--- src/rtl/turret_sequencer_if.sv ---
// ---------------------------------------------------------------------------
// turret_sequencer_if
//
// Bundles every non-clock/reset signal of the turret sequencer so the design
// and its environment connect through one port.
//
// Signal summary (names keep the controller's documented port names):
//   i_Manual                  1 = switches drive the turret, 0 = auto targeting
//   i_Sw_Left / i_Sw_Right    manual X decrement / increment
//   i_Sw_Up / i_Sw_Down       manual Y decrement / increment
//   i_Sw_Fire                 manual fire request (level, rising edge used)
//   i_Tgt_Valid               one-cycle target strobe
//   i_X_Target / i_Y_Target   automatic target coordinates
//   o_X_Cmd / o_Y_Cmd         0 hold, 1 decrement, 2 increment, 3 brake
//   o_Fire_Cmd                0 idle, 1 fire, 2 recoil
//   o_X_Pos / o_Y_Pos         current position counters
//   o_On_Target               auto mode, target latched, both axes on target
//   o_Busy                    fire sequence active
//   dbg_*_state               raw FSM state registers for observation
//
// Handshake: i_Tgt_Valid is a strobe with no ready; whenever it is high at a
// rising clock edge the target pair is captured unconditionally, and a strobe
// held for several cycles simply recaptures each cycle.
//
// Modports: master drives the inputs (environment side), slave is the
// sequencer itself.
// ---------------------------------------------------------------------------
interface turret_sequencer_if #(
   parameter int POS_W = 25
);
   logic             i_Manual;
   logic             i_Sw_Left;
   logic             i_Sw_Right;
   logic             i_Sw_Up;
   logic             i_Sw_Down;
   logic             i_Sw_Fire;
   logic             i_Tgt_Valid;
   logic [POS_W-1:0] i_X_Target;
   logic [POS_W-1:0] i_Y_Target;

   logic [1:0]       o_X_Cmd;
   logic [1:0]       o_Y_Cmd;
   logic [1:0]       o_Fire_Cmd;
   logic [POS_W-1:0] o_X_Pos;
   logic [POS_W-1:0] o_Y_Pos;
   logic             o_On_Target;
   logic             o_Busy;

   logic [1:0]       dbg_x_state;
   logic [1:0]       dbg_y_state;
   logic [1:0]       dbg_fire_state;

   modport master (
      output i_Manual, i_Sw_Left, i_Sw_Right, i_Sw_Up, i_Sw_Down, i_Sw_Fire,
             i_Tgt_Valid, i_X_Target, i_Y_Target,
      input  o_X_Cmd, o_Y_Cmd, o_Fire_Cmd, o_X_Pos, o_Y_Pos, o_On_Target,
             o_Busy, dbg_x_state, dbg_y_state, dbg_fire_state
   );

   modport slave (
      input  i_Manual, i_Sw_Left, i_Sw_Right, i_Sw_Up, i_Sw_Down, i_Sw_Fire,
             i_Tgt_Valid, i_X_Target, i_Y_Target,
      output o_X_Cmd, o_Y_Cmd, o_Fire_Cmd, o_X_Pos, o_Y_Pos, o_On_Target,
             o_Busy, dbg_x_state, dbg_y_state, dbg_fire_state
   );
endinterface

--- src/rtl/turret_sequencer.sv ---
// ---------------------------------------------------------------------------
// turret_sequencer
//
// Central controller for a two-axis servo turret plus firing servo. Chooses
// between manual switches and automatic target coordinates (i_Manual), keeps
// bounded X/Y position counters, emits per-axis direction codes, and runs the
// fire -> recoil timing sequence, freezing both axes while it runs.
//
// Ports:
//   i_Clk    system clock, all state on its rising edge
//   i_Rst_L  asynchronous active-low reset
//   bus      turret_sequencer_if.slave (switches, target, commands, status)
//
// Optional build macro:
//   TURRET_SAFE_FIRE_EN  when defined, a manual fire edge is accepted only
//                        while both axes are in HOLD; otherwise any manual
//                        fire edge seen while idle starts a sequence.
//
// All command/status outputs decode registers only, so there is no
// combinational path from any input to any output.
// ---------------------------------------------------------------------------
module turret_sequencer #(
   parameter int POS_MAX       = 22727272,
   parameter int POS_W         = 25,
   parameter int FIRE_CYCLES   = 250000000,
   parameter int RECOIL_CYCLES = 100000000,
   parameter int CNT_W         = 28
) (
   input  logic              i_Clk,
   input  logic              i_Rst_L,
   turret_sequencer_if.slave bus
);

   // State encodings equal the output command codes, so decode is direct.
   typedef enum logic [1:0] {
      AX_HOLD  = 2'd0,
      AX_DEC   = 2'd1,
      AX_INC   = 2'd2,
      AX_BRAKE = 2'd3
   } axis_state_t;

   typedef enum logic [1:0] {
      FS_IDLE   = 2'd0,
      FS_FIRE   = 2'd1,
      FS_RECOIL = 2'd2
   } fire_state_t;

   localparam logic [POS_W-1:0] POS_LIMIT   = POS_W'(POS_MAX);
   localparam logic [CNT_W-1:0] FIRE_LAST   = CNT_W'(FIRE_CYCLES - 1);
   localparam logic [CNT_W-1:0] RECOIL_LAST = CNT_W'(RECOIL_CYCLES - 1);

   axis_state_t      x_state, x_state_nx;
   axis_state_t      y_state, y_state_nx;
   fire_state_t      fire_state, fire_state_nx;

   logic [POS_W-1:0] x_pos, y_pos;
   logic [POS_W-1:0] x_tgt, y_tgt;
   logic [POS_W-1:0] x_tgt_clamped, y_tgt_clamped;
   logic             tgt_latched;
   logic             fired;
   logic             fire_sw_q;
   logic             manual_q;
   logic [CNT_W-1:0] timer;

   logic             busy;
   logic             mode_chg;
   logic             fire_edge;
   logic             manual_fire_ok;
   logic             fire_start;
   logic             on_target;
   logic             x_dec_ok, x_inc_ok, y_dec_ok, y_inc_ok;

   // ------------------------------------------------------------------
   // Derived conditions
   // ------------------------------------------------------------------
   assign busy      = (fire_state != FS_IDLE);
   assign mode_chg  = (bus.i_Manual != manual_q);
   assign fire_edge = bus.i_Sw_Fire & ~fire_sw_q;

   // Registered mode copy keeps o_On_Target free of an input path.
   assign on_target = ~manual_q & tgt_latched &
                      (x_pos == x_tgt) & (y_pos == y_tgt);

   assign x_tgt_clamped = (bus.i_X_Target > POS_LIMIT) ? POS_LIMIT : bus.i_X_Target;
   assign y_tgt_clamped = (bus.i_Y_Target > POS_LIMIT) ? POS_LIMIT : bus.i_Y_Target;

`ifdef TURRET_SAFE_FIRE_EN
   assign manual_fire_ok = fire_edge & (x_state == AX_HOLD) & (y_state == AX_HOLD);
`else
   assign manual_fire_ok = fire_edge;
`endif

   assign fire_start = bus.i_Manual ? manual_fire_ok : (on_target & ~fired);

   // Per-axis motion wishes. An active fire sequence forces them all false.
   // In auto mode the target is already clamped, so pos<tgt implies
   // pos<POS_MAX and the counter cannot run past its bound.
   always_comb begin : axis_entry
      x_dec_ok = 1'b0;
      x_inc_ok = 1'b0;
      y_dec_ok = 1'b0;
      y_inc_ok = 1'b0;
      if (!busy) begin
         if (bus.i_Manual) begin
            x_dec_ok = bus.i_Sw_Left  & ~bus.i_Sw_Right & (x_pos != '0);
            x_inc_ok = bus.i_Sw_Right & ~bus.i_Sw_Left  & (x_pos < POS_LIMIT);
            y_dec_ok = bus.i_Sw_Up    & ~bus.i_Sw_Down  & (y_pos != '0);
            y_inc_ok = bus.i_Sw_Down  & ~bus.i_Sw_Up    & (y_pos < POS_LIMIT);
         end else if (tgt_latched) begin
            x_dec_ok = (x_pos > x_tgt);
            x_inc_ok = (x_pos < x_tgt);
            y_dec_ok = (y_pos > y_tgt);
            y_inc_ok = (y_pos < y_tgt);
         end
      end
   end

   // A moving axis keeps moving only while its own condition holds and the
   // mode is unchanged; anything else goes through a one-cycle BRAKE, which
   // also guarantees every reversal passes through BRAKE and HOLD.
   function automatic axis_state_t axis_next(input axis_state_t cur,
                                             input logic        dec_ok,
                                             input logic        inc_ok,
                                             input logic        chg);
      axis_state_t nx;
      nx = AX_HOLD;
      case (cur)
         AX_HOLD: begin
            if (dec_ok)      nx = AX_DEC;
            else if (inc_ok) nx = AX_INC;
            else             nx = AX_HOLD;
         end
         AX_DEC:   nx = (dec_ok && !chg) ? AX_DEC : AX_BRAKE;
         AX_INC:   nx = (inc_ok && !chg) ? AX_INC : AX_BRAKE;
         AX_BRAKE: nx = AX_HOLD;
         default:  nx = AX_HOLD;
      endcase
      return nx;
   endfunction

   // ------------------------------------------------------------------
   // FSM state registers
   // ------------------------------------------------------------------
   always_ff @(posedge i_Clk or negedge i_Rst_L) begin : state_reg
      if (!i_Rst_L) begin
         x_state    <= AX_HOLD;
         y_state    <= AX_HOLD;
         fire_state <= FS_IDLE;
      end else begin
         x_state    <= x_state_nx;
         y_state    <= y_state_nx;
         fire_state <= fire_state_nx;
      end
   end

   // ------------------------------------------------------------------
   // Next-state logic
   // ------------------------------------------------------------------
   always_comb begin : axis_next_state
      x_state_nx = axis_next(x_state, x_dec_ok, x_inc_ok, mode_chg);
      y_state_nx = axis_next(y_state, y_dec_ok, y_inc_ok, mode_chg);
   end

   always_comb begin : fire_next_state
      fire_state_nx = fire_state;
      case (fire_state)
         FS_IDLE:   if (fire_start)            fire_state_nx = FS_FIRE;
         FS_FIRE:   if (timer == FIRE_LAST)    fire_state_nx = FS_RECOIL;
         FS_RECOIL: if (timer == RECOIL_LAST)  fire_state_nx = FS_IDLE;
         default:                              fire_state_nx = FS_IDLE;
      endcase
   end

   // ------------------------------------------------------------------
   // Datapath registers: positions, timer, target latch, edge/mode copies
   // ------------------------------------------------------------------
   always_ff @(posedge i_Clk or negedge i_Rst_L) begin : datapath_reg
      if (!i_Rst_L) begin
         x_pos       <= '0;
         y_pos       <= '0;
         x_tgt       <= '0;
         y_tgt       <= '0;
         tgt_latched <= 1'b0;
         fired       <= 1'b0;
         fire_sw_q   <= 1'b0;
         manual_q    <= 1'b0;
         timer       <= '0;
      end else begin
         fire_sw_q <= bus.i_Sw_Fire;
         manual_q  <= bus.i_Manual;

         // A step happens only on an edge where the axis both is and stays in
         // its motion state, so the counter stops exactly at its target or
         // bound: the first step lands one edge after the command appears.
         if (x_state == AX_DEC && x_state_nx == AX_DEC) x_pos <= x_pos - POS_W'(1);
         if (x_state == AX_INC && x_state_nx == AX_INC) x_pos <= x_pos + POS_W'(1);
         if (y_state == AX_DEC && y_state_nx == AX_DEC) y_pos <= y_pos - POS_W'(1);
         if (y_state == AX_INC && y_state_nx == AX_INC) y_pos <= y_pos + POS_W'(1);

         // A new target re-arms automatic fire even if it arrives on the
         // same edge as an automatic fire start.
         if (bus.i_Tgt_Valid) begin
            x_tgt       <= x_tgt_clamped;
            y_tgt       <= y_tgt_clamped;
            tgt_latched <= 1'b1;
            fired       <= 1'b0;
         end else if (fire_state == FS_IDLE && fire_start && !bus.i_Manual) begin
            fired <= 1'b1;
         end

         // Timer restarts on every state change and counts within a state.
         if (fire_state_nx != fire_state) timer <= '0;
         else if (fire_state != FS_IDLE)  timer <= timer + CNT_W'(1);
      end
   end

   // ------------------------------------------------------------------
   // Output decode (registers only)
   // ------------------------------------------------------------------
   always_comb begin : output_decode
      bus.o_X_Cmd        = x_state;
      bus.o_Y_Cmd        = y_state;
      bus.o_Fire_Cmd     = fire_state;
      bus.o_X_Pos        = x_pos;
      bus.o_Y_Pos        = y_pos;
      bus.o_On_Target    = on_target;
      bus.o_Busy         = busy;
      bus.dbg_x_state    = x_state;
      bus.dbg_y_state    = y_state;
      bus.dbg_fire_state = fire_state;
   end

endmodule

--- src/flat_wrapper.sv ---
// flat-port wrapper written by rule: the top's interface ports become plain ports
module turret_sequencer_flat 
#(
   parameter int POS_MAX       = 22727272,
   parameter int POS_W         = 25,
   parameter int FIRE_CYCLES   = 250000000,
   parameter int RECOIL_CYCLES = 100000000,
   parameter int CNT_W         = 28
)
  (i_Clk, i_Rst_L, bus_i_Manual, bus_i_Sw_Left, bus_i_Sw_Right, bus_i_Sw_Up, bus_i_Sw_Down, bus_i_Sw_Fire, bus_i_Tgt_Valid, bus_i_X_Target, bus_i_Y_Target, bus_o_X_Cmd, bus_o_Y_Cmd, bus_o_Fire_Cmd, bus_o_X_Pos, bus_o_Y_Pos, bus_o_On_Target, bus_o_Busy, bus_dbg_x_state, bus_dbg_y_state, bus_dbg_fire_state);
  turret_sequencer_if #(.POS_W(POS_W)) bus_i ();
  input  logic i_Clk;
  input  logic i_Rst_L;
  input wire logic [$bits(bus_i.i_Manual)-1:0] bus_i_Manual;
  input wire logic [$bits(bus_i.i_Sw_Left)-1:0] bus_i_Sw_Left;
  input wire logic [$bits(bus_i.i_Sw_Right)-1:0] bus_i_Sw_Right;
  input wire logic [$bits(bus_i.i_Sw_Up)-1:0] bus_i_Sw_Up;
  input wire logic [$bits(bus_i.i_Sw_Down)-1:0] bus_i_Sw_Down;
  input wire logic [$bits(bus_i.i_Sw_Fire)-1:0] bus_i_Sw_Fire;
  input wire logic [$bits(bus_i.i_Tgt_Valid)-1:0] bus_i_Tgt_Valid;
  input wire logic [$bits(bus_i.i_X_Target)-1:0] bus_i_X_Target;
  input wire logic [$bits(bus_i.i_Y_Target)-1:0] bus_i_Y_Target;
  output wire logic [$bits(bus_i.o_X_Cmd)-1:0] bus_o_X_Cmd;
  output wire logic [$bits(bus_i.o_Y_Cmd)-1:0] bus_o_Y_Cmd;
  output wire logic [$bits(bus_i.o_Fire_Cmd)-1:0] bus_o_Fire_Cmd;
  output wire logic [$bits(bus_i.o_X_Pos)-1:0] bus_o_X_Pos;
  output wire logic [$bits(bus_i.o_Y_Pos)-1:0] bus_o_Y_Pos;
  output wire logic [$bits(bus_i.o_On_Target)-1:0] bus_o_On_Target;
  output wire logic [$bits(bus_i.o_Busy)-1:0] bus_o_Busy;
  output wire logic [$bits(bus_i.dbg_x_state)-1:0] bus_dbg_x_state;
  output wire logic [$bits(bus_i.dbg_y_state)-1:0] bus_dbg_y_state;
  output wire logic [$bits(bus_i.dbg_fire_state)-1:0] bus_dbg_fire_state;
  assign bus_i.i_Manual = bus_i_Manual;
  assign bus_i.i_Sw_Left = bus_i_Sw_Left;
  assign bus_i.i_Sw_Right = bus_i_Sw_Right;
  assign bus_i.i_Sw_Up = bus_i_Sw_Up;
  assign bus_i.i_Sw_Down = bus_i_Sw_Down;
  assign bus_i.i_Sw_Fire = bus_i_Sw_Fire;
  assign bus_i.i_Tgt_Valid = bus_i_Tgt_Valid;
  assign bus_i.i_X_Target = bus_i_X_Target;
  assign bus_i.i_Y_Target = bus_i_Y_Target;
  assign bus_o_X_Cmd = bus_i.o_X_Cmd;
  assign bus_o_Y_Cmd = bus_i.o_Y_Cmd;
  assign bus_o_Fire_Cmd = bus_i.o_Fire_Cmd;
  assign bus_o_X_Pos = bus_i.o_X_Pos;
  assign bus_o_Y_Pos = bus_i.o_Y_Pos;
  assign bus_o_On_Target = bus_i.o_On_Target;
  assign bus_o_Busy = bus_i.o_Busy;
  assign bus_dbg_x_state = bus_i.dbg_x_state;
  assign bus_dbg_y_state = bus_i.dbg_y_state;
  assign bus_dbg_fire_state = bus_i.dbg_fire_state;
  turret_sequencer #(.POS_MAX(POS_MAX), .POS_W(POS_W), .FIRE_CYCLES(FIRE_CYCLES), .RECOIL_CYCLES(RECOIL_CYCLES), .CNT_W(CNT_W)) u_core (.i_Clk(i_Clk), .i_Rst_L(i_Rst_L), .bus(bus_i));
endmodule
--- config.mk ---
export PLATFORM = sky130hd
export DESIGN_NAME = turret_sequencer_flat
export DESIGN_NICKNAME = d
export VERILOG_FILES = /design/src/rtl/turret_sequencer_if.sv /design/src/rtl/turret_sequencer.sv /design/src/flat_wrapper.sv
export SDC_FILE = /design/constraint.sdc
export NUM_CORES = 1
export LEC_CHECK = 0
export ABC_CLOCK_PERIOD_IN_PS = 13300
export CAP_MARGIN = 5
export CORE_AREA = 8 8 137 139
export CTS_CLUSTER_DIAMETER = 30
export CTS_CLUSTER_SIZE = 40
export DETAILED_ROUTE_END_ITERATION = 16
export DIE_AREA = 0 0 145 147
export GPL_ROUTABILITY_DRIVEN = 0
export PLACE_DENSITY = 0.85
export RECOVER_POWER = 25
export SLEW_MARGIN = 20
export SYNTH_ARGS = -nofsm -noshare
export SYNTH_HDL_FRONTEND = slang
export SYNTH_SLANG_ARGS = --single-unit
--- constraint.sdc ---
create_clock -name i_Clk -period 13.3 [get_ports i_Clk]
set_input_delay 2.66 -clock i_Clk [delete_from_list [all_inputs] [get_ports i_Clk]]
set_output_delay 2.66 -clock i_Clk [all_outputs]
set_load 0.01 [all_outputs]
==> impl_metrics.json, run 1 <==
{
  "outcome": "finished with violations",
  "violations": "max-capacitance violations, max-slew violations",
  "clock_latency_ns": 0.43,
  "async_reset_ff_share_pct": 100,
  "grtUsageTotal_pct": 24.9,
  "firstDrtPassIters": 5,
  "postCtsHoldBufs": 0,
  "cts_resized": 0,
  "synth_compound_area_share_pct": 19.5,
  "rsz0062_at_grt": "no",
  "antenna_found_initial": 1,
  "synth_nets": 1267,
  "yosys.area_share.simple_pct": 18.3,
  "fin_crit_ns": 8.33,
  "end_kind": "asynchronous set/reset pin",
  "clock.fmax_ghz": 0.120,
  "setup_viol": 0,
  "final.setup.tns_ns": 0,
  "root_buffer": "clkbuf_16",
  "p_per_area_mw_per_mm2": 85.8,
  "synth_top_family_by_area": "compound AO/OA/AOI/OAI gates",
  "hold_viol_final": 0,
  "wire_per_inst_um": 18.3,
  "start_kind": "primary input",
  "ys_seq_area_share_pct": 34.1,
  "ir_worst_vdd_mv": 0.0952,
  "vias": 9051,
  "place_hpwl_um": 19600,
  "crit_type": "primary input to asynchronous set/reset pin",
  "finalInstanceArea_mm2": 0.0121,
  "port_buffers": 122,
  "drc": 0,
  "final_common_cell": "dfrtp_1",
  "ant_nets": 0,
  "relSlewSlack_pct": -163,
  "synth-adder-area-share_pct": 12.4,
  "htree_levels": 4,
  "most-common-layout-cells": "138 x dfrtp_1, 118 x clkdlybuf4s50_1, 101 x nor2_1, 97 x ha_1, 88 x nand2_1",
  "synth_edf_count": 0,
  "num_antenna_cells": 0,
  "final_nets": 1383,
  "critical-path-slowest-cell": "clkbuf_1",
  "crit_family": "buffers and inverters",
  "cp_cell_sequence": "clkbuf_1 > clkbuf_1",
  "cts_buffer_depth": 2,
  "cp_num_buf_inv": 2,
  "drt_iter0_markers": 652,
  "synth_xor_area_share_pct": 5.54,
  "post_cts_buffers": 0,
  "cts.clk_slew.worst_paths_ns": 0.06,
  "final_util_pct": 72.2,
  "hp-class": "flop to flop",
  "die-width_um": 145,
  "synthMuxAreaShare_pct": 5.71,
  "clock_skew_ns": 0.00929,
  "ys.flop_type": "dfrtp_1",
  "core.rowCount": 48,
  "cp.arrival_ns": 8.08,
  "placed_cell_area_mm2": 0.0115,
  "maxCapViolCount": 3,
  "grt_pass1_wl_um": 43800,
  "vias_per_cell": 6.19,
  "path_max_fanout": 72,
  "area.growth.synth_to_final_pct": 19.6,
  "synthesis.area_mm2": 0.0101,
  "rrSetupSlack_ns": 8.08,
  "critPathMaxStageDelay_ns": 2.73,
  "fill_cells": 1230,
  "ys_seq_elements": 138,
  "tritoncts": "done",
  "syn_avg_cell_area_um2": 9.12,
  "cts_inserted_buffers": 17,
  "path_common_cell": "clkbuf_1",
  "die_h_um": 147,
  "start_util_pct": 60.4,
  "dieArea_mm2": 0.0213,
  "slew_violations": 235,
  "total_power_mw": 1.04,
  "drt_wl_total_um": 26700,
  "coreArea_mm2": 0.0168,
  "leakage_nw": 5.77,
  "synthCells": 1109,
  "grt_pass1_vias": 8939,
  "grt_max_degree": 94,
  "regArea_mm2": 0.00345,
  "synthDistinctLibCells": 92,
  "fin_crit_sh_pct": 62.7,
  "multi_input_area_mm2": 0.00623,
  "synth_warnings": 0,
  "ios": 123,
  "layout-drive-gt1-share_pct": 7.11,
  "cp.required_ns": 13.05,
  "clock_sinks": 138,
  "grt-ovfl-total": 0,
  "worst_slew_pin_slew_ns": 3.95
}
power breakdown:
group,switching (mW),internal (mW),leakage (nW)
Clock,0.199,0.299,0.293
Sequential,0.00589,0.436,1.79
Combinational,0.0565,0.0412,3.69
Total,0.262,0.776,5.77
cell type report:
cell class / count / area share [%]
multi-input cells: 865 / 51.5
flip-flops and latches: 138 / 28.5
repair buffers: 127 / 10.2
clock buffers: 17 / 3.51
inverters: 76 / 2.36
well taps: 225 / 2.33
clock inverters: 15 / 1.57
synth_stat cells, drive strengths merged, types with 4 or more instances:
cell type  count  area [um^2]
dfrtp        138         3450
nor2         103          397
ha            97         1210
nand2         89          342
inv           76          285
o21ai         76          392
a21oi         68          344
nand3         46          230
xnor2         36          315
mux2          35          458
xor2          28          245
a21o          25          196
nor3          25          141
nand4         23          144
o211ai        18          135
clkbuf        16         60.1
buf           14         98.8
nor4          13         81.3
o22ai         13         81.3
mux2i         12          120
a211oi        11         87.6
nor2b         11         68.8
o21a          10         75.1
and3           7         43.8
o21bai         7         56.3
a211o          6         52.6
a31oi          6         37.5
nand2b         6         37.5
nand4b         6         73.8
o31ai          6         63.8
or2            6         37.5
a2111oi        5         81.3
and4           5         43.8
nor4b          5         50.0
nor4bb         5         50.1
or3            5         31.3
o211a          4         40.0
through the flow:
step	hold WS [ns]	worst slack, ns	instances
after floorplan	0.464	7.00	1109
after global placement	0.481	6.20	1431
after detailed placement	0.504	6.10	1431
after CTS	0.519	6.51	1463
after global routing	0.548	3.66	1463
final	0.517	4.97	1463
final timing paths:
| path | depth (start not counted) | start | to |
|---|---|---|---|
| setup / recovery | 2 | i_Rst_L | u_core.fire_sw_q$_DFF_PN0_ |
| hold / removal | 2 | u_core.fired$_DFFE_PN0P_ | u_core.fired$_DFFE_PN0P_ |
| setup reg to reg | 16 | u_core.bus.o_X_Pos[8]$_DFFE_PN0P_ | u_core.bus.o_X_Pos[21]$_DFFE_PN0P_ |
| hold reg to reg | 2 | u_core.fired$_DFFE_PN0P_ | u_core.fired$_DFFE_PN0P_ |
| max in group i_Clk | 15 | bus_i_Manual | u_core.bus.o_X_Pos[21]$_DFFE_PN0P_ |
| min in group asynchronous | 1 | i_Rst_L | u_core.timer[12]$_DFFE_PN0P_ |
layer usage:
| layer | GRT usage (%) | vias up | wire length (um) | share of wire [%] |
|---|---|---|---|---|
| li1 | - | 4292 | - | - |
| met1 | 30.5 | 4351 | 11400 | 43 |
| met2 | 41.1 | 334 | 12700 | 48 |
| met3 | 5.78 | 72 | 1760 | 6.6 |
| met4 | 10.9 | 2 | 806 | 3.0 |
| met5 | 0 | - | 9 | 0.034 |
sequential cells by signal (all words and copies together) (netlist names), 2 cells and up:
| register | count |
|---|---|
| u_core.bus.dbg_fire_state | 2 |
| u_core.bus.dbg_x_state | 2 |
| u_core.bus.dbg_y_state | 2 |
| u_core.bus.o_X_Pos | 25 |
| u_core.bus.o_Y_Pos | 25 |
| u_core.timer | 28 |
| u_core.x_tgt | 25 |
| u_core.y_tgt | 25 |
cells by family after synthesis:
kind of cell,count (synthesis)
adders and majority gates,99
buffers and inverters,106
and+or+nand+nor,366
muxes,47
AOI/OAI and AO/OA,289
DFF,138
xor gates and xnor gates,64
worst register-to-register path, stage by stage (launching register included):
cell and delay [ns]:
dfrtp_1 0.48, ha_1 0.37, a211o_1 0.29, or3_1 0.34, o21bai_2 0.14, o21ai_2 0.12
o31ai_2 0.31, nand4b_4 0.47, ha_1 0.58, a2111oi_4 0.39, o21ai_2 0.16, a2111oi_4 0.38
o31ai_4 0.15, a221oi_4 0.31, nor2_2 0.08, a211o_1 0.27, mux2_4 0.26
Power figures use the tool's default switching activity.
==> run 2, diff against run 1 <==
ABC_CLOCK_PERIOD_IN_PS = 8400   (was 13300)
CORE_AREA = 8 8 143 145   (was 8 8 137 139)
DIE_AREA = 0 0 151 153   (was 0 0 145 147)
PLACE_DENSITY = 0.78   (was 0.85)
clock period = 8.4 ns   (was 13.3 ns; I/O delays follow)
==> impl_metrics.json, run 2 (synthesis gave the netlist of run 1 again) <==
{
  "outcome": "finished with violations",
  "violations": "max-capacitance violations, max-slew violations",
  "final_cells": 1473,
  "port_buffers": 122,
  "drt_iter0_markers": 595,
  "grt-ovfl-total": 0,
  "pwr-share-clk_pct": 47.5,
  "num_antenna_cells": 0,
  "die-width_um": 151,
  "antenna_found_initial": 0,
  "cp.required_ns": 8.71,
  "relSlewSlack_pct": -227,
  "critical-path-slowest-cell": "clkdlybuf4s50_1",
  "postCtsHoldBufs": 0,
  "placed_cell_area_mm2": 0.0115,
  "die_h_um": 153,
  "internal_power_mw": 1.21,
  "leakage_nw": 5.78,
  "dieArea_mm2": 0.0231,
  "path_common_cell": "a2111oi_4",
  "vias": 8943,
  "start_kind": "primary input",
  "post_cts_buffers": 0,
  "root_buffer": "clkbuf_16",
  "critPathMaxStageDelay_ns": 0.63,
  "cts_inserted_buffers": 17,
  "layout-drive-gt1-share_pct": 7.34,
  "most-common-layout-cells": "138 x dfrtp_1, 119 x clkdlybuf4s50_1, 101 x nor2_1, 97 x ha_1, 88 x nand2_1",
  "place_hpwl_um": 20200,
  "cp_num_buf_inv": 1,
  "clock.fmax_ghz": 0.168,
  "slew_violations": 91,
  "drc": 0,
  "cts_buffer_depth": 2,
  "holdWs_ns": 0.528,
  "area.growth.synth_to_final_pct": 19.7,
  "rsz0062_at_grt": "no",
  "hp-class": "flop to flop",
  "grt_pass1_vias": 8829,
  "cts.clk_slew.worst_paths_ns": 0.06,
  "clock_skew_ns": 0.0102,
  "cp.arrival_ns": 6.26,
  "cts_resized": 0,
  "ant_nets": 0,
  "final_common_cell": "dfrtp_1",
  "cp_cell_sequence": "clkdlybuf4s50_1 > or2_2 > o31ai_2 > nand4b_4 > ha_1 > a2111oi_4 > o21ai_2 > a2111oi_4 > o31ai_4 > a221oi_4 > nor2_2 > a211o_1 > mux2_4",
  "finalInstanceArea_mm2": 0.0121,
  "fin_crit_ns": 5.95,
  "ir_worst_vdd_mv": 0.128,
  "maxCapViolCount": 1,
  "firstDrtPassIters": 5,
  "final.setup.tns_ns": 0,
  "crit_family": "compound AO/OA/AOI/OAI gates",
  "clock_sinks": 138,
  "htree_levels": 4,
  "fill_cells": 1502,
  "dp.cells": 1440,
  "regArea_mm2": 0.00345,
  "seqPwrFrac_pct": 43.1,
  "sw_frac_of_total_pct": 25.7,
  "wire_per_inst_um": 18.4,
  "switching_power_mw": 0.417,
  "grt_pass1_wl_um": 44800,
  "fin_crit_sh_pct": 70.9,
  "grt_max_degree": 94,
  "hold_viol_final": 0,
  "multi_input_area_mm2": 0.00623,
  "vias_per_cell": 6.07,
  "top_register": "u_core.timer",
  "path_max_fanout": 27,
  "clock_latency_ns": 0.43,
  "drt_wl_total_um": 27100,
  "pwr-share-comb_pct": 9.4,
  "worst_slew_pin_slew_ns": 4.91,
  "ios": 123,
  "total_power_mw": 1.62,
  "core.rowCount": 50,
  "grtUsageTotal_pct": 23.7,
  "end_kind": "flop",
  "tritoncts": "done",
  "setup_viol": 0,
  "coreArea_mm2": 0.0183,
  "start_util_pct": 55.4,
  "largest_reg_flops": 28,
  "crit_type": "primary input to flop",
  "final_nets": 1384,
  "p_per_area_mw_per_mm2": 134
}
[run 2: changes by cell type in the layout (fill, tap and decap cells not counted), moves of 2 or more]
cell | before | now
buf_4 | 3 | 5
clkbuf_1 | 3 | 1
clkinv_4 | 3 | 0
inv_6 | 4 | 7
[run 2: tightest hold or removal path: stages (launching register included)]
cell	delay (ns)
dfrtp_1	0.35
mux2i_1	0.07
nor2_1	0.08
[run 2: path summary, 6_finish.rpt]
check	startpoint	end	slack [ns]	depth (start not counted)
worst max-delay path	bus_i_Manual	u_core.bus.o_X_Pos[21]$_DFFE_PN0P_	2.45	13
worst min-delay path	u_core.y_tgt[23]$_DFFE_PN0P_	u_core.y_tgt[23]$_DFFE_PN0P_	0.53	2
worst max register to register	u_core.bus.o_X_Pos[8]$_DFFE_PN0P_	u_core.bus.o_X_Pos[21]$_DFFE_PN0P_	3.05	16
worst min register to register	u_core.y_tgt[23]$_DFFE_PN0P_	u_core.y_tgt[23]$_DFFE_PN0P_	0.53	2
max in group asynchronous	i_Rst_L	u_core.y_tgt[6]$_DFFE_PN0P_	2.63	1
min in group asynchronous	i_Rst_L	u_core.bus.o_X_Pos[9]$_DFFE_PN0P_	3.00	1
[run 2: layout make-up]
class | count | share of cell area, %
clock inverter | 14 | 1.30
clock buffer | 18 | 3.63
inverter | 76 | 2.35
sequential | 138 | 28.5
timing repair buffer | 128 | 10.4
tap | 234 | 2.42
multi-input combinational | 865 | 51.4
[run 2: metal layers]
metal / track usage [%] / wire (um) / share of wire, %
met5: 0 / 0 / 0
met4: 8.86 / 652 / 2.4
met3: 4.19 / 1540 / 5.7
met2: 36.8 / 12500 / 46
met1: 32.3 / 12400 / 46
[run 2: metrics by stage]
| stage | utilization (%) | setup WS, ns |
|---|---|---|
| 2_1_floorplan | - | 3.08 |
| 3_3_place_gp | 63.0 | 2.24 |
| 3_5_place_dp | 63.0 | 2.09 |
| 4_1_cts | 66.3 | 2.52 |
| 5_1_grt | 66.3 | 1.55 |
| 6_report | 66.3 | 2.45 |
[run 2: power groups by stage]
stage                     Sequential (mW)  Combinational, mW  Clock [mW]
after CTS                           0.699              0.154       0.779
after detailed placement            0.711              0.152           0
after global routing                0.702              0.173       0.808
after floorplan                     0.709             0.0807           0
after global placement              0.710              0.148           0
final                               0.699              0.153       0.771
==> run 3, diff against run 2 <==
ABC_CLOCK_PERIOD_IN_PS = 5300   (was 8400)
CORE_AREA = 8 8 149 151   (was 8 8 143 145)
DIE_AREA = 0 0 157 159   (was 0 0 151 153)
PLACE_DENSITY = 0.75   (was 0.78)
clock period = 5.3 ns   (was 8.4 ns; I/O delays follow)
==> impl_metrics.json, run 3 (synthesis gave the netlist of run 1 again) <==
{
  "antenna_found_initial": 2,
  "clock.fmax_ghz": 0.204,
  "clock_latency_ns": 0.43,
  "core.rowCount": 52,
  "start_util_pct": 51.0,
  "postCtsHoldBufs": 0,
  "port_buffers": 122,
  "violations": "max-capacitance violations, max-slew violations",
  "most-common-layout-cells": "138 x dfrtp_1, 118 x clkdlybuf4s50_1, 101 x nor2_1, 97 x ha_1, 88 x nand2_1",
  "setup_viol": 0,
  "firstDrtPassIters": 8,
  "top_register": "u_core.timer",
  "final_nets": 1393,
  "pwr-share-clk_pct": 48.4,
  "final.setup.tns_ns": 0,
  "grt-ovfl-total": 0,
  "die-width_um": 157,
  "largest_reg_flops": 28,
  "hp-class": "flop to flop",
  "num_antenna_cells": 0,
  "pwr-share-comb_pct": 9.3,
  "rsz0062_at_grt": "no",
  "htree_levels": 4,
  "internal_power_mw": 1.96,
  "cts_resized": 0,
  "fin_crit_ns": 4.90,
  "clock_sinks": 138,
  "relSlewSlack_pct": -128,
  "worst_slew_pin_slew_ns": 3.42,
  "place_hpwl_um": 20600,
  "area.growth.synth_to_final_pct": 21.1,
  "grt_pass1_wl_um": 45000,
  "root_buffer": "clkbuf_16",
  "vias_per_cell": 5.89,
  "slew_violations": 108,
  "cts_buffer_depth": 2,
  "sw_frac_of_total_pct": 25.0,
  "maxCapViolCount": 2,
  "crit_type": "flop to flop",
  "drt_wl_total_um": 27500,
  "dieArea_mm2": 0.0250,
  "final_common_cell": "dfrtp_1",
  "drc": 0,
  "ant_nets": 0,
  "clock_skew_ns": 0.0156,
  "end_kind": "flop",
  "path_max_fanout": 10,
  "grt_pass1_vias": 8925,
  "grt_max_degree": 63,
  "cp.required_ns": 5.62,
  "grtUsageTotal_pct": 22.3,
  "cts_inserted_buffers": 17,
  "fin_crit_sh_pct": 92.4,
  "tritoncts": "done",
  "p_per_area_mw_per_mm2": 214,
  "setup_slack_ns": 0.404,
  "ios": 123,
  "coreArea_mm2": 0.0198,
  "start_kind": "flop",
  "drt_iter0_markers": 575,
  "ir_worst_vdd_mv": 0.185,
  "pre_cts_ws_ns": 0.127,
  "leakage_nw": 5.84,
  "vias": 8948,
  "wire_per_inst_um": 18.1,
  "cp.arrival_ns": 5.21,
  "outcome": "finished with violations",
  "post_cts_buffers": 0,
  "hold_viol_final": 0,
  "layout-drive-gt1-share_pct": 7.85,
  "seqPwrFrac_pct": 42.3,
  "die_h_um": 159,
  "fill_cells": 1690,
  "cts.clk_slew.worst_paths_ns": 0.06,
  "switching_power_mw": 0.654
}
==> run 3: cell count changes in the layout (fill, tap and decap cells not counted), sizes merged <==
cell,previous run,this run
clkinvlp,2,1
bufinv,2,3
clkdlybuf4s50,119,118
clkbuf,19,22
inv,84,83
dlygate4sd3,1,2
buf,7,14
==> run 3: final timing paths <==
| path | start | endpoint | slack [ns] | depth (start not counted) |
|---|---|---|---|---|
| worst max-delay path | u_core.bus.o_X_Pos[8]$_DFFE_PN0P_ | u_core.bus.o_X_Pos[21]$_DFFE_PN0P_ | 0.40 | 17 |
| worst max register to register | u_core.bus.o_X_Pos[8]$_DFFE_PN0P_ | u_core.bus.o_X_Pos[21]$_DFFE_PN0P_ | 0.40 | 17 |
| min in group asynchronous | i_Rst_L | u_core.bus.o_Y_Pos[7]$_DFFE_PN0P_ | 1.79 | 1 |
| worst min-delay path | u_core.fired$_DFFE_PN0P_ | u_core.fired$_DFFE_PN0P_ | 0.50 | 2 |
| max in group asynchronous | i_Rst_L | u_core.fire_sw_q$_DFF_PN0_ | 1.37 | 2 |
| worst min register to register | u_core.fired$_DFFE_PN0P_ | u_core.fired$_DFFE_PN0P_ | 0.50 | 2 |
==> run 3: worst max-delay path, stage by stage, from the launching register on <==
cell and delay (ns):
dfrtp_1 0.50, ha_1 0.38, a211o_1 0.28, or3_1 0.33, o21bai_2 0.16, o21ai_2 0.12, o31ai_2 0.32, nand4b_4 0.25
buf_4 0.26, ha_1 0.36, a21o_1 0.22, a21o_1 0.21, a2111oi_4 0.33, o31ai_4 0.15, a221oi_4 0.31, nor2_2 0.08
a211o_1 0.26, mux2_4 0.25
==> run 3: area by class of cell <==
type	count	area [um^2]	area share (%)
multi-input cells	865	6230	50.8
inverters	76	285	2.33
clock buffers	19	443	3.61
clock inverters	13	178	1.45
repair buffers	137	1330	10.9
flip-flops and latches	138	3450	28.2
well taps	270	338	2.76
==> run 3: stage by stage <==
step	cell area (um^2)	hold slack (ns)	util [%]	power (mW)	instances
2_1_floorplan	10100	0.464	-	1.25	1109
3_3_place_gp	11600	0.483	58.7	1.36	1486
3_5_place_dp	11600	0.488	58.7	1.37	1486
4_1_cts	12300	0.502	61.8	2.64	1518
5_1_grt	12300	0.543	61.8	2.73	1518
6_report	12300	0.501	61.8	2.62	1518
==> run 3: metal layers <==
metal	global-route usage, %	up-vias	wire length, um
li1	-	4314	-
met1	28.0	4267	11800
met2	36.8	316	13300
met3	5.73	49	1820
met4	6.86	2	588
met5	0	-	13
==> run 3: power by group through the flow <==
| stage | clock (mW) | sequential [mW] | combinational [mW] |
|---|---|---|---|
| after floorplan | 0 | 1.12 | 0.128 |
| after global placement | 0 | 1.13 | 0.236 |
| after detailed placement | 0 | 1.13 | 0.243 |
| after CTS | 1.29 | 1.11 | 0.246 |
| after global routing | 1.35 | 1.11 | 0.274 |
| final | 1.27 | 1.11 | 0.244 |
